$ cat src/rtl/defines.sv
`ifndef PE_DEFINES_SV
`define PE_DEFINES_SV
`define XLEN 32
`define DATA_RANGE `XLEN-1:0
`endif

$ cat src/rtl/pe_seq_pkg.sv
// Shared types for the PE micro-op sequencer: FSM states and the uop word.
// Pure type/constant package, no logic, no latency.
// No flow control here; consumers handle backpressure.
`ifndef PE_DEFINES_SV
`include "defines.sv"
`endif

package pe_seq_pkg;

    localparam int XLEN = `XLEN;

    typedef enum logic [2:0] {
        IDLE,
        MAC,
        BIAS,
        RELU,
        FLUSH,
        WAIT_RES
    } state_t;

    // One PE micro-op as driven on the pe_* pins.
    typedef struct packed {
        logic            in_valid;
        logic            calc_bias;
        logic            calc_relu;
        logic            out_en;
        logic            flush;
        logic [XLEN-1:0] x;
        logic [XLEN-1:0] weight;
    } pe_uop_t;

endpackage

$ cat src/rtl/pe_seq_res_buf.sv
// One-entry valid/ready holding register for the PE result.
// Latency: 1 cycle from push to pop_vld.
// Backpressure: pop_dat held stable while pop_vld & !pop_rdy; push only when empty.
//
// Ports:
//   clk, rst            clock, synchronous active-high reset
//   push_vld, push_dat  write a result (caller guarantees the entry is empty)
//   pop_vld, pop_rdy    downstream valid/ready handshake
//   pop_dat             held result
//   empty               entry free
module pe_seq_res_buf #(
    parameter int W = 32
) (
    input  logic         clk,
    input  logic         rst,
    input  logic         push_vld,
    input  logic [W-1:0] push_dat,
    output logic         pop_vld,
    input  logic         pop_rdy,
    output logic [W-1:0] pop_dat,
    output logic         empty
);

    always_ff @(posedge clk) begin
        if (rst) begin
            pop_vld <= 1'b0;
            pop_dat <= '0;
        end else if (push_vld) begin
            pop_vld <= 1'b1;
            pop_dat <= push_dat;
        end else if (pop_vld && pop_rdy) begin
            pop_vld <= 1'b0;
        end
    end

    assign empty = !pop_vld;

endmodule

$ cat src/rtl/pe_uop_sequencer.sv
// Drives one PE through MAC..MAC, [BIAS], [RELU], FLUSH per job and returns its result.
// Latency: uops registered, 1 cycle after the operand handshake / state; result 1 cycle after capture.
// Backpressure: one job in flight; job_ready drops until the result has been taken downstream.
//
// Ports:
//   clk, rst                        clock, synchronous active-high reset
//   job_*                           descriptor valid/ready: num_mac, bias/relu flags, bias operand
//   opd_*                           x/weight operand stream valid/ready
//   pe_in_valid .. pe_weight        registered uop fields to the PE
//   pe_result, pe_out_valid         PE result pulse
//   pe_illegal_uop                  PE error flag
//   res_valid, res_ready, res_data  result stream
//   err_sticky                      illegal uop, zero num_mac or result timeout; cleared by rst
// Build option: PE_SEQ_TIMEOUT_EN adds a RES_TIMEOUT-cycle limit on waiting for the result.
module pe_uop_sequencer
    import pe_seq_pkg::*;
#(
    parameter int CNT_W       = 16,
    parameter int RES_TIMEOUT = 64
) (
    input  logic             clk,
    input  logic             rst,
    input  logic             job_valid,
    output logic             job_ready,
    input  logic [CNT_W-1:0] job_num_mac,
    input  logic             job_bias,
    input  logic             job_relu,
    input  logic [XLEN-1:0]  job_bias_val,
    input  logic             opd_valid,
    output logic             opd_ready,
    input  logic [XLEN-1:0]  opd_x,
    input  logic [XLEN-1:0]  opd_w,
    output logic             pe_in_valid,
    output logic             pe_calc_bias,
    output logic             pe_calc_relu,
    output logic             pe_out_en,
    output logic             pe_flush,
    output logic [XLEN-1:0]  pe_x,
    output logic [XLEN-1:0]  pe_weight,
    input  logic [XLEN-1:0]  pe_result,
    input  logic             pe_out_valid,
    input  logic             pe_illegal_uop,
    output logic             res_valid,
    input  logic             res_ready,
    output logic [XLEN-1:0]  res_data,
    output logic             err_sticky
);

    state_t            state_q, state_d;
    pe_uop_t           uop_q, uop_d;
    logic [CNT_W-1:0]  num_mac_q;
    logic [CNT_W-1:0]  mac_cnt_q;
    logic              bias_q, relu_q;
    logic [XLEN-1:0]   bias_val_q;
    logic              got_res_q;
    logic [XLEN-1:0]   hold_q;
    logic              err_q;

    logic              job_acc, opd_acc, mac_last;
    logic              push_vld;
    logic [XLEN-1:0]   push_dat;
    logic              buf_empty;
    logic              tmo_hit;

    // Ready outputs are forced low while rst is high so nothing is accepted in the reset cycle.
    assign job_ready = !rst && (state_q == IDLE) && buf_empty;
    assign opd_ready = !rst && (state_q == MAC);
    assign job_acc   = job_valid && job_ready;
    assign opd_acc   = opd_valid && opd_ready;
    assign mac_last  = (mac_cnt_q == num_mac_q - CNT_W'(1));

`ifdef PE_SEQ_TIMEOUT_EN
    localparam int TMO_W = $clog2(RES_TIMEOUT + 1);
    logic [TMO_W-1:0] tmo_q;

    always_ff @(posedge clk) begin
        if (rst || state_q != WAIT_RES) begin
            tmo_q <= '0;
        end else begin
            tmo_q <= tmo_q + TMO_W'(1);
        end
    end
`else
    // No timeout in this build; the parameter is only kept for a uniform interface.
    logic [31:0] unused_tmo_cfg;
    assign unused_tmo_cfg = RES_TIMEOUT;
`endif

    always_comb begin
        state_d  = state_q;
        uop_d    = '0;
        push_vld = 1'b0;
        push_dat = got_res_q ? hold_q : pe_result;
        tmo_hit  = 1'b0;
        case (state_q)
            IDLE: begin
                if (job_acc && job_num_mac != '0) begin
                    state_d = MAC;
                end
            end
            MAC: begin
                if (opd_acc) begin
                    uop_d.in_valid = 1'b1;
                    uop_d.x        = opd_x;
                    uop_d.weight   = opd_w;
                    if (mac_last) begin
                        uop_d.out_en = !bias_q && !relu_q;
                        state_d      = bias_q ? BIAS : (relu_q ? RELU : FLUSH);
                    end
                end
            end
            BIAS: begin
                uop_d.in_valid  = 1'b1;
                uop_d.calc_bias = 1'b1;
                uop_d.x         = bias_val_q;
                uop_d.weight    = XLEN'(1);
                uop_d.out_en    = !relu_q;
                state_d         = relu_q ? RELU : FLUSH;
            end
            RELU: begin
                uop_d.calc_relu = 1'b1;
                uop_d.out_en    = 1'b1;
                state_d         = FLUSH;
            end
            FLUSH: begin
                uop_d.flush = 1'b1;
                state_d     = WAIT_RES;
            end
            WAIT_RES: begin
                // The result may already have been captured while FLUSH was still going out.
                if (got_res_q || pe_out_valid) begin
                    push_vld = 1'b1;
                    state_d  = IDLE;
                end
`ifdef PE_SEQ_TIMEOUT_EN
                else if (tmo_q == TMO_W'(RES_TIMEOUT - 1)) begin
                    push_vld = 1'b1;
                    push_dat = '0;
                    tmo_hit  = 1'b1;
                    state_d  = IDLE;
                end
`endif
            end
            default: state_d = IDLE;
        endcase
    end

    always_ff @(posedge clk) begin
        if (rst) begin
            state_q    <= IDLE;
            uop_q      <= '0;
            num_mac_q  <= '0;
            mac_cnt_q  <= '0;
            bias_q     <= 1'b0;
            relu_q     <= 1'b0;
            bias_val_q <= '0;
            got_res_q  <= 1'b0;
            hold_q     <= '0;
            err_q      <= 1'b0;
        end else begin
            state_q <= state_d;
            uop_q   <= uop_d;

            if (job_acc) begin
                num_mac_q  <= job_num_mac;
                bias_q     <= job_bias;
                relu_q     <= job_relu;
                bias_val_q <= job_bias_val;
                mac_cnt_q  <= '0;
            end else if (state_q == MAC && opd_acc) begin
                // Stops at num_mac, which always fits in CNT_W bits.
                mac_cnt_q <= mac_cnt_q + CNT_W'(1);
            end

            // Early result pulses (during FLUSH or before) are parked until WAIT_RES.
            if (push_vld) begin
                got_res_q <= 1'b0;
            end else if (pe_out_valid && state_q != IDLE && !got_res_q) begin
                got_res_q <= 1'b1;
                hold_q    <= pe_result;
            end

            if (pe_illegal_uop || (job_acc && job_num_mac == '0) || tmo_hit) begin
                err_q <= 1'b1;
            end
        end
    end

    pe_seq_res_buf #(
        .W (XLEN)
    ) u_res_buf (
        .clk      (clk),
        .rst      (rst),
        .push_vld (push_vld),
        .push_dat (push_dat),
        .pop_vld  (res_valid),
        .pop_rdy  (res_ready),
        .pop_dat  (res_data),
        .empty    (buf_empty)
    );

    assign pe_in_valid  = uop_q.in_valid;
    assign pe_calc_bias = uop_q.calc_bias;
    assign pe_calc_relu = uop_q.calc_relu;
    assign pe_out_en    = uop_q.out_en;
    assign pe_flush     = uop_q.flush;
    assign pe_x         = uop_q.x;
    assign pe_weight    = uop_q.weight;
    assign err_sticky   = err_q;

endmodule

$ cat config.mk
export PLATFORM = sky130hd
export DESIGN_NAME = pe_uop_sequencer
export DESIGN_NICKNAME = d
export VERILOG_FILES = /design/src/rtl/pe_seq_pkg.sv /design/src/rtl/pe_seq_res_buf.sv /design/src/rtl/pe_uop_sequencer.sv
export VERILOG_INCLUDE_DIRS = /design/src /design/src/rtl
export SDC_FILE = /design/constraint.sdc
export NUM_CORES = 1
export LEC_CHECK = 0
export CORE_AREA = 2 2 132 134
export DETAILED_ROUTE_END_ITERATION = 10
export DIE_AREA = 0 0 134 136
export GPL_TIMING_DRIVEN = 0
export MAX_ROUTING_LAYER = met4
export PLACE_DENSITY = 0.82
export SLEW_MARGIN = 20
export SYNTH_ARGS = -nofsm -noshare
export SYNTH_HDL_FRONTEND = slang
export SYNTH_SLANG_ARGS = --single-unit
$ cat constraint.sdc
create_clock -name clk -period 3.6 [get_ports clk]
set_clock_uncertainty 0.15 [all_clocks]
set_input_delay 1.08 -clock clk [delete_from_list [all_inputs] [get_ports clk]]
set_output_delay 1.08 -clock clk [all_outputs]
set_load 0.02 [all_outputs]
==> results.cfg, run 1 <==
[sta]
finalHoldViolCount = 0
fin_tns_setup_ns = 0
slew_headroom = 0.459
slew_violations = 0
min_period_over_period = 0.978
fmax_mhz = 284
setup_violations = 0
period_minus_slack_ns = 3.52
worst_slew_pin_slew_ns = 0.810
rsz0062_at_grt = false

[detailed_routing]
route.final.wire_length_um = 22600
via_count = 7215
drtAntennaViolNets = 0
avgRoutedWirePerCell_um = 16.3
drc = 0
first_pass_iters = 5
drt_iter0_markers = 402
avgViaCountPerCell = 5.20

[yosys]
ys.flop_type = dfxtp_1
syn-num-nets = 1023
seq_area_frac_synth = 0.519
avgSynthCellArea_sq_um = 9.11
ys_ff_latch = 205
netlist_area_sq_um = 7910
synth_cell_types = 49
async_flop_share = 0
yosysTopAreaCellShare = 0.519
synthTopCellsByArea = dfxtp_1 (52%), mux2i_1 (8.2%), nor2_1 (6.1%)
synthCells = 868
yosys_warnings = 0
synth_edf_count = 0
synth_top_area_cell = dfxtp_1

[clock_network]
cts.repair.resized = 1
cts_setup_buffers = 0
clk_path_buf_depth = 3
hold_buffers = 0
clockRootBuffer = clkbuf_16
cts_sinks = 205
insertion_delay_ns = 0.50
cts_tree = built
clk_pin_slew_ns = 0.06
htree_levels = 1
cts_made_buffers = 22

[floorplanning]
core_sq_um = 16900
core.rowCount = 48
die_w_um = 134
io-pin-count = 258
initial_utilization = 0.469
dieArea_sq_um = 18200
die_h_um = 136

[pwr]
p_leak_nw = 4.34
ir_drop_v = 0.000410
p_per_area_nw_per_um2 = 581

[setup_path]
cp-startpoint = rst
ff2ff_setup_slack_ns = 0.77
worstSetupEndpointType = output port
r2r_cells = 8
r2r-start = num_mac_q[0]$_SDFFE_PP0P_
timing.rr.end = pe_out_en$_SDFF_PP0_
crit_required_ns = 2.37
critPathLaunchType = input port
worstPathArrival_ns = 2.29
cp_max_fo = 8
crit_type = input port to output port

[layout]
nNetsFinal = 1303
area_growth_pct = 45.4
antenna_cells = 0
finish.utilization = 0.681
final_common_cell = clkdlybuf4s50_1
final_cell_mix = clkdlybuf4s50_1 (255), dfxtp_1 (205), nor2_1 (128)
layout-drive-gt1-share = 0.0430

[run_status]
status = finished, final reports clean

[global_routing]
grt-ovfl-total = 0
grt_pass1_vias = 6888
grt_max_degree = 14
grt_pass1_wl_um = 34800
track_usage = 0.244
antenna_found_initial = 0

[place]
gp_congestion = 0.874
portBuffers = 256
dp_hpwl_um = 16500

[min_path]
whs_endpoint = bias_val_q[9]$_SDFFE_PP0P_
holdPathStages = 2
hp-start = bias_val_q[9]$_SDFFE_PP0P_
min_path_type = flip-flop to flip-flop

[flow_run]
maxCapViolations = 0
## final cells by class
cell class	instances	area [sq um]
Buffer	66	285
Clock buffer	32	659
Clock inverter	7	88.8
Fill cell	1358	5380
Inverter	8	30.0
Multi-Input combinational cell	589	3490
Sequential cell	205	4100
Tap cell	225	282
Timing Repair Buffer	256	2560
## stage by stage
step / std cells / hold WS [ns] / cell area [sq um] / worst slack [ns] / power (mW)
final: 1388 / 0.304 / 11500 / 0.0799 / 6.68
after global routing: 1388 / 0.327 / 11500 / 0.0371 / 7.00
after CTS: 1388 / 0.305 / 11500 / 0.0797 / 6.73
after detailed placement: 1349 / 0.297 / 10800 / 0.00922 / 4.41
after global placement: 1349 / 0.292 / 10800 / 0.0127 / 4.37
after floorplan: 868 / 0.286 / 7910 / 0.586 / 3.80
## cells by family (layout without fill, tap and decap cells)
group	Yosys count	after routing	synth area share
buffers and inverters	74	369	0.0399
AO/OA/AOI/OAI	150	150	0.125
adder cells (fa/ha/maj)	2	2	0.00316
multiplexers	65	65	0.0823
flip-flops	205	205	0.519
XOR/XNOR	38	38	0.0421
AND/OR/NAND/NOR	334	334	0.189
## worst max path at each step
stage / to / slack (ns) / cells after the start
after detailed placement: pe_out_en$_SDFF_PP0_ / 0.009 / 8
after global placement: pe_out_en$_SDFF_PP0_ / 0.01 / 8
after CTS: opd_ready / 0.08 / 5
after floorplan: job_ready / 0.59 / 2
final: opd_ready / 0.08 / 5
after global routing: opd_ready / 0.04 / 5
## registers in the layout (all words and copies together), names as in the netlist
name	count
bias_val_q	32
u_res_buf.pop_vld	1
pe_weight	32
pe_calc_bias	1
bias_q	1
pe_out_en	1
num_mac_q	16
hold_q	32
pe_calc_relu	1
pe_in_valid	1
err_sticky	1
state_q	3
mac_cnt_q	16
relu_q	1
got_res_q	1
u_res_buf.pop_dat	32
pe_x	32
pe_flush	1
## cells in the mapped netlist (2+ instances only)
cell type and number:
a22oi_1 32, a211oi_1 33, nor2_1 128, nor3_1 9
clkbuf_1 53, and3_1 34, o211ai_1 2, buf_1 6
xnor2_1 19, a211oi_2 2, o21ai_0 7, buf_2 2
mux2i_1 65, nand2_1 112, dfxtp_1 205, and2_1 2
nor3b_1 2, a311oi_1 3, o2111ai_1 2, nand3_1 9
a31oi_1 3, or3_1 7, xor2_1 19, nand4_1 9
a21oi_1 57, inv_1 8, clkbuf_8 3, ha_1 2
nor2b_1 3, nor4_1 11
## power breakdown
| part | total, mW | internal (mW) | switching [mW] |
|---|---|---|---|
| combinational | 1.75 | 0.785 | 0.963 |
| clock | 2.31 | 1.41 | 0.902 |
| sequential | 2.62 | 2.50 | 0.123 |
## worst max-delay path: stages
cell and delay [ns]:
clkbuf_8 0.14, inv_1 0.11, nand3_1 0.12, nor2_1 0.18, clkdlybuf4s50_1 0.66
## metal layers
| layer | track usage | wire length, um | up-vias |
|---|---|---|---|
| met3 | 0.0604 | 1610 | 52 |
| met1 | 0.280 | 8960 | 3356 |
| met2 | 0.415 | 11300 | 249 |
| met4 | 0.0916 | 707 | 0 |
| li1 | - | - | 3558 |
| met5 | - | 0 | - |
No activity file was read; power rests on OpenSTA's default activity.
==> inputs of run 2 (changes only) <==
--- a/config.mk
+++ b/config.mk
@@ -6,12 +6,13 @@
 export SDC_FILE = /design/constraint.sdc
 export NUM_CORES = 1
 export LEC_CHECK = 0
-export CORE_AREA = 2 2 132 134
+export CORE_AREA = 2 2 118 149
 export DETAILED_ROUTE_END_ITERATION = 10
-export DIE_AREA = 0 0 134 136
+export DIE_AREA = 0 0 120 151
 export GPL_TIMING_DRIVEN = 0
 export MAX_ROUTING_LAYER = met4
 export PLACE_DENSITY = 0.82
+export SKIP_CTS_REPAIR_TIMING = 1
 export SLEW_MARGIN = 20
 export SYNTH_ARGS = -nofsm -noshare
 export SYNTH_HDL_FRONTEND = slang
==> run 2 against run 1 <==
Wire length increased by 2.3%. Design area decreased by 1.2%. Critical path type is now flip-flop to output port. Sequential cell count unchanged.
==> results.cfg, run 2 (synthesized netlist as in run 1, its figures left out) <==
[run_status]
status = finished, final reports clean

[floorplanning]
core.rowCount = 53
die_h_um = 151
die_w_um = 120
io-pin-count = 258
initial_utilization = 0.475
core_sq_um = 16600
dieArea_sq_um = 18100

[sta]
slew_headroom = 0.420
slew_violations = 0
finalHoldViolCount = 0
setup_violations = 0
rsz0062_at_grt = false
worst_slew_pin_slew_ns = 0.868
period_minus_slack_ns = 3.23
min_period_over_period = 0.898
fmax_mhz = 309

[min_path]
min_path_type = flip-flop to flip-flop
whs_endpoint = bias_val_q[25]$_SDFFE_PP0P_
hp-start = bias_val_q[25]$_SDFFE_PP0P_
holdPathStages = 2

[detailed_routing]
first_pass_iters = 5
route.final.wire_length_um = 23100
avgRoutedWirePerCell_um = 16.8
via_count = 7286
drtAntennaViolNets = 0
drt_iter0_markers = 399
avgViaCountPerCell = 5.29
drc = 0

[setup_path]
ff2ff_setup_slack_ns = 0.85
cpLargestDelayFamily = simple AND/OR/NAND/NOR gates
worstPathArrival_ns = 2.00
cp_max_fo = 7
timing.critical_path.buf_inv = 2
path_cells = clkbuf_1 -> or3_1 -> nor3_1 -> dlymetal6s2s_1
r2r-start = num_mac_q[0]$_SDFFE_PP0P_
cpMaxStageDelayCell = or3_1
critPathLaunchType = flip-flop
worstSetupEndpointType = output port
r2r_cells = 8
cpPeakStageDelay_ns = 0.46
crit_type = flip-flop to output port
timing.rr.end = pe_out_en$_SDFF_PP0_
crit_required_ns = 2.37

[pwr]
p_per_area_nw_per_um2 = 557
ir_drop_v = 0.000413
fin_total_pwr_mw = 6.33
p_leak_nw = 4.29

[layout]
regArea_sq_um = 4100
layout-drive-gt1-share = 0.0381
fillCellCount = 1339
multi_input_area_sq_um = 3490
final_cells = 1378
area_growth_pct = 43.6
fin_area_sq_um = 11400
final_cell_mix = clkdlybuf4s50_1 (254), dfxtp_1 (205), nor2_1 (128)
final_common_cell = clkdlybuf4s50_1
nNetsFinal = 1301

[clock_network]
cts_tree = built
insertion_delay_ns = 0.50
cts_sinks = 205
clk_pin_slew_ns = 0.06
cts_made_buffers = 20
htree_levels = 1
clockRootBuffer = clkbuf_16
clk_path_buf_depth = 3

[global_routing]
grt_max_degree = 15
antenna_found_initial = 0
track_usage = 0.254
grt-ovfl-total = 0
grt_pass1_wl_um = 35800
grt_pass1_vias = 7200

[place]
gp_congestion = 0.919
dp_cells = 1344
placed_area_sq_um = 10700
portBuffers = 256
dp_hpwl_um = 17300

[flow_run]
maxCapViolations = 0
-- run 2: cell types whose count changed in the layout (fill, tap and decap cells not counted), sizes merged --
cell and change:
dlymetal6s2s +2, bufinv -2, clkbuf -5, diode +2, clkdlybuf4s50 -1, dlygate4sd2 -1
clkinv +1, inv -1
-- run 2: tightest hold or removal path, cell delays in order, from the launching register on --
cell	delay (ns)
dfxtp_1	0.31
nand2_1	0.05
a21oi_1	0.05
-- run 2: area by class of cell --
type,count,share of cell area
timing repair buffer,256,0.226
clock buffer,27,0.0499
tap,220,0.0242
buffer,66,0.0251
antenna,2,0.000441
multi-input combinational,589,0.307
sequential,205,0.361
clock inverter,5,0.00319
inverter,8,0.00264
-- run 2: where the power goes --
group | total, mW | internal [mW] | switching (mW)
combinational | 1.77 | 0.788 | 0.980
sequential | 2.62 | 2.49 | 0.122
clock | 1.94 | 1.10 | 0.843
total | 6.33 | 4.38 | 1.94
-- run 2: stage by stage --
stage / hold WS [ns] / utilization / TNS (ns) / setup slack, ns
floorplan: 0.286 / - / 0 / 0.586
global placement: 0.292 / 0.646 / 0 / 0.0644
detailed placement: 0.297 / 0.646 / 0 / 0.0534
CTS: 0.305 / 0.682 / -0.0194 / -0.0194
global route: 0.323 / 0.682 / 0 / 0.283
finish: 0.304 / 0.682 / 0 / 0.368
-- run 2: per-layer routing --
metal | up-vias | share of wire | track usage
li1 | 3545 | - | -
met1 | 3386 | 0.37 | 0.273
met2 | 289 | 0.51 | 0.450
met3 | 66 | 0.073 | 0.0535
met4 | 0 | 0.043 | 0.112
met5 | - | 0 | -
-- run 2: worst max-delay path by stage --
stage | startpoint | end | slack, ns | cells past startpoint
floorplan | rst | job_ready | 0.59 | 2
global placement | rst | opd_ready | 0.06 | 5
detailed placement | rst | opd_ready | 0.05 | 5
CTS | state_q[0]$_SDFFE_PP0P_ | job_ready | -0.02 | 4
global route | state_q[0]$_SDFFE_PP0P_ | job_ready | 0.28 | 4
finish | state_q[0]$_SDFFE_PP0P_ | job_ready | 0.37 | 4
==> inputs of run 3 (changes only) <==
--- a/config.mk
+++ b/config.mk
@@ -6,12 +6,12 @@
 export SDC_FILE = /design/constraint.sdc
 export NUM_CORES = 1
 export LEC_CHECK = 0
-export CORE_AREA = 2 2 118 149
+export CORE_AREA = 2 2 116 146
 export DETAILED_ROUTE_END_ITERATION = 10
-export DIE_AREA = 0 0 120 151
+export DIE_AREA = 0 0 118 148
 export GPL_TIMING_DRIVEN = 0
 export MAX_ROUTING_LAYER = met4
-export PLACE_DENSITY = 0.82
+export PLACE_DENSITY = 0.85
 export SKIP_CTS_REPAIR_TIMING = 1
 export SLEW_MARGIN = 20
 export SYNTH_ARGS = -nofsm -noshare
==> run 3 against run 2 <==
Final cell count fell by 0.22%. Power rose by 1.3%. Setup slack improved by 0.054 ns. Sequential share of layout area barely moved. Hold slack got worse by 0.00062 ns.
==> results.cfg, run 3 (synthesized netlist as in run 1, its figures left out) <==
[clock_network]
insertion_delay_ns = 0.49
cts_sinks = 205
clk_pin_slew_ns = 0.06
clk_path_buf_depth = 3
htree_levels = 1
clockRootBuffer = clkbuf_16
cts_made_buffers = 21
cts_tree = built

[floorplanning]
initial_utilization = 0.492
core.rowCount = 52
io-pin-count = 258
die_w_um = 118
die_h_um = 148
core_sq_um = 16100
dieArea_sq_um = 17500

[global_routing]
grt-ovfl-total = 0
grt_pass1_wl_um = 36400
antenna_found_initial = 0
grt_max_degree = 14
grt_pass1_vias = 7142
track_usage = 0.268

[setup_path]
timing.critical_path.buf_inv = 3
cpPeakStageDelay_ns = 0.31
worstSetupEndpointType = output port
critPathLaunchType = input port
worstPathArrival_ns = 1.95
cpMaxStageDelayCell = dlymetal6s2s_1
crit_type = input port to output port
crit_required_ns = 2.37
cp_max_fo = 8
cpLargestDelayFamily = buffers and inverters
path_cells = clkbuf_8 -> inv_1 -> nand3_1 -> nor2_1 -> dlymetal6s2s_1

[sta]
rsz0062_at_grt = false
finalHoldViolCount = 0
slew_violations = 0
fmax_mhz = 315
min_period_over_period = 0.883
setup_violations = 0
worst_slew_pin_slew_ns = 1.03
slew_headroom = 0.306
period_minus_slack_ns = 3.18
fin_tns_setup_ns = 0

[layout]
multi_input_area_sq_um = 3490
final_cell_mix = clkdlybuf4s50_1 (254), dfxtp_1 (205), nor2_1 (128)
regArea_sq_um = 4100
finish.utilization = 0.707
nNetsFinal = 1302
final_cells = 1375
layout-drive-gt1-share = 0.0362
area_growth_pct = 43.8
final_common_cell = clkdlybuf4s50_1
fillCellCount = 1242
antenna_cells = 0

[detailed_routing]
first_pass_iters = 5
drc = 0
route.final.wire_length_um = 23400
avgRoutedWirePerCell_um = 17.0
drt_iter0_markers = 388
drtAntennaViolNets = 0
avgViaCountPerCell = 5.31
via_count = 7305

[flow_run]
maxCapViolations = 0

[min_path]
min_path_type = flip-flop to flip-flop

[pwr]
p_leak_nw = 4.30
p_per_area_nw_per_um2 = 564
fin_total_pwr_mw = 6.41
ir_drop_v = 0.000412

[place]
gp_congestion = 0.917
dp_cells = 1340
portBuffers = 256
dp_hpwl_um = 17400

[run_status]
status = finished, final reports clean
==> run 3: cell types whose count changed in the layout (fill, tap and decap cells not counted) <==
cell       before  now
clkinv_2        4    1
clkinv_8        1    0
diode_2         2    0
clkbuf_1       56   62
clkbuf_16      20   21
nor3_1          9    8
nor3_2          0    1
==> run 3: worst paths after layout <==
| check | start | end | slack [ns] | cells past startpoint |
|---|---|---|---|---|
| hold / removal | bias_val_q[3]$_SDFFE_PP0P_ | bias_val_q[3]$_SDFFE_PP0P_ | 0.30 | 2 |
| setup / recovery | rst | opd_ready | 0.42 | 5 |
| setup reg to reg | state_q[1]$_SDFFE_PP0P_ | pe_x[30]$_SDFF_PP0_ | 0.74 | 6 |
| hold reg to reg | bias_val_q[3]$_SDFFE_PP0P_ | bias_val_q[3]$_SDFFE_PP0P_ | 0.30 | 2 |
==> run 3: stage by stage <==
stage	hold WS (ns)	setup WS (ns)	cell area, sq um
3_3_place_gp	0.291	0.0471	10700
6_report	0.303	0.422	11400
2_1_floorplan	0.286	0.586	7910
4_1_cts	0.305	-0.0350	11400
5_1_grt	0.317	0.366	11400
3_5_place_dp	0.297	0.0269	10700
==> run 3: routing by layer <==
metal	wire length (um)	global-route usage	part of all wire	up-vias
met5	0	-	0	-
li1	-	-	-	3552
met4	987	0.114	0.042	0
met2	11900	0.478	0.51	314
met1	8720	0.283	0.37	3368
met3	1750	0.0617	0.075	71
==> run 3: report_power, final <==
group	switching, mW	total [mW]	internal, mW	leakage, nW
sequential	0.124	2.62	2.50	1.66
clock	0.848	2.00	1.16	0.302
combinational	0.994	1.78	0.789	2.33
==> run 3: final cells by class <==
class / count / area share
Clock inverter: 1 / 0.000440
Multi-Input combinational cell: 589 / 0.307
Clock buffer: 34 / 0.0540
Buffer: 66 / 0.0251
Tap cell: 216 / 0.0238
Sequential cell: 205 / 0.361
Inverter: 8 / 0.00264
Timing Repair Buffer: 256 / 0.226
==> run 3: worst reg2reg max path: stages (launching register included) <==
cell and delay [ns]:
dfxtp_1 0.32, clkbuf_1 0.35, inv_1 0.24, nor4_1 0.88, nor2_1 0.26, clkbuf_1 0.30
nor2_1 0.27
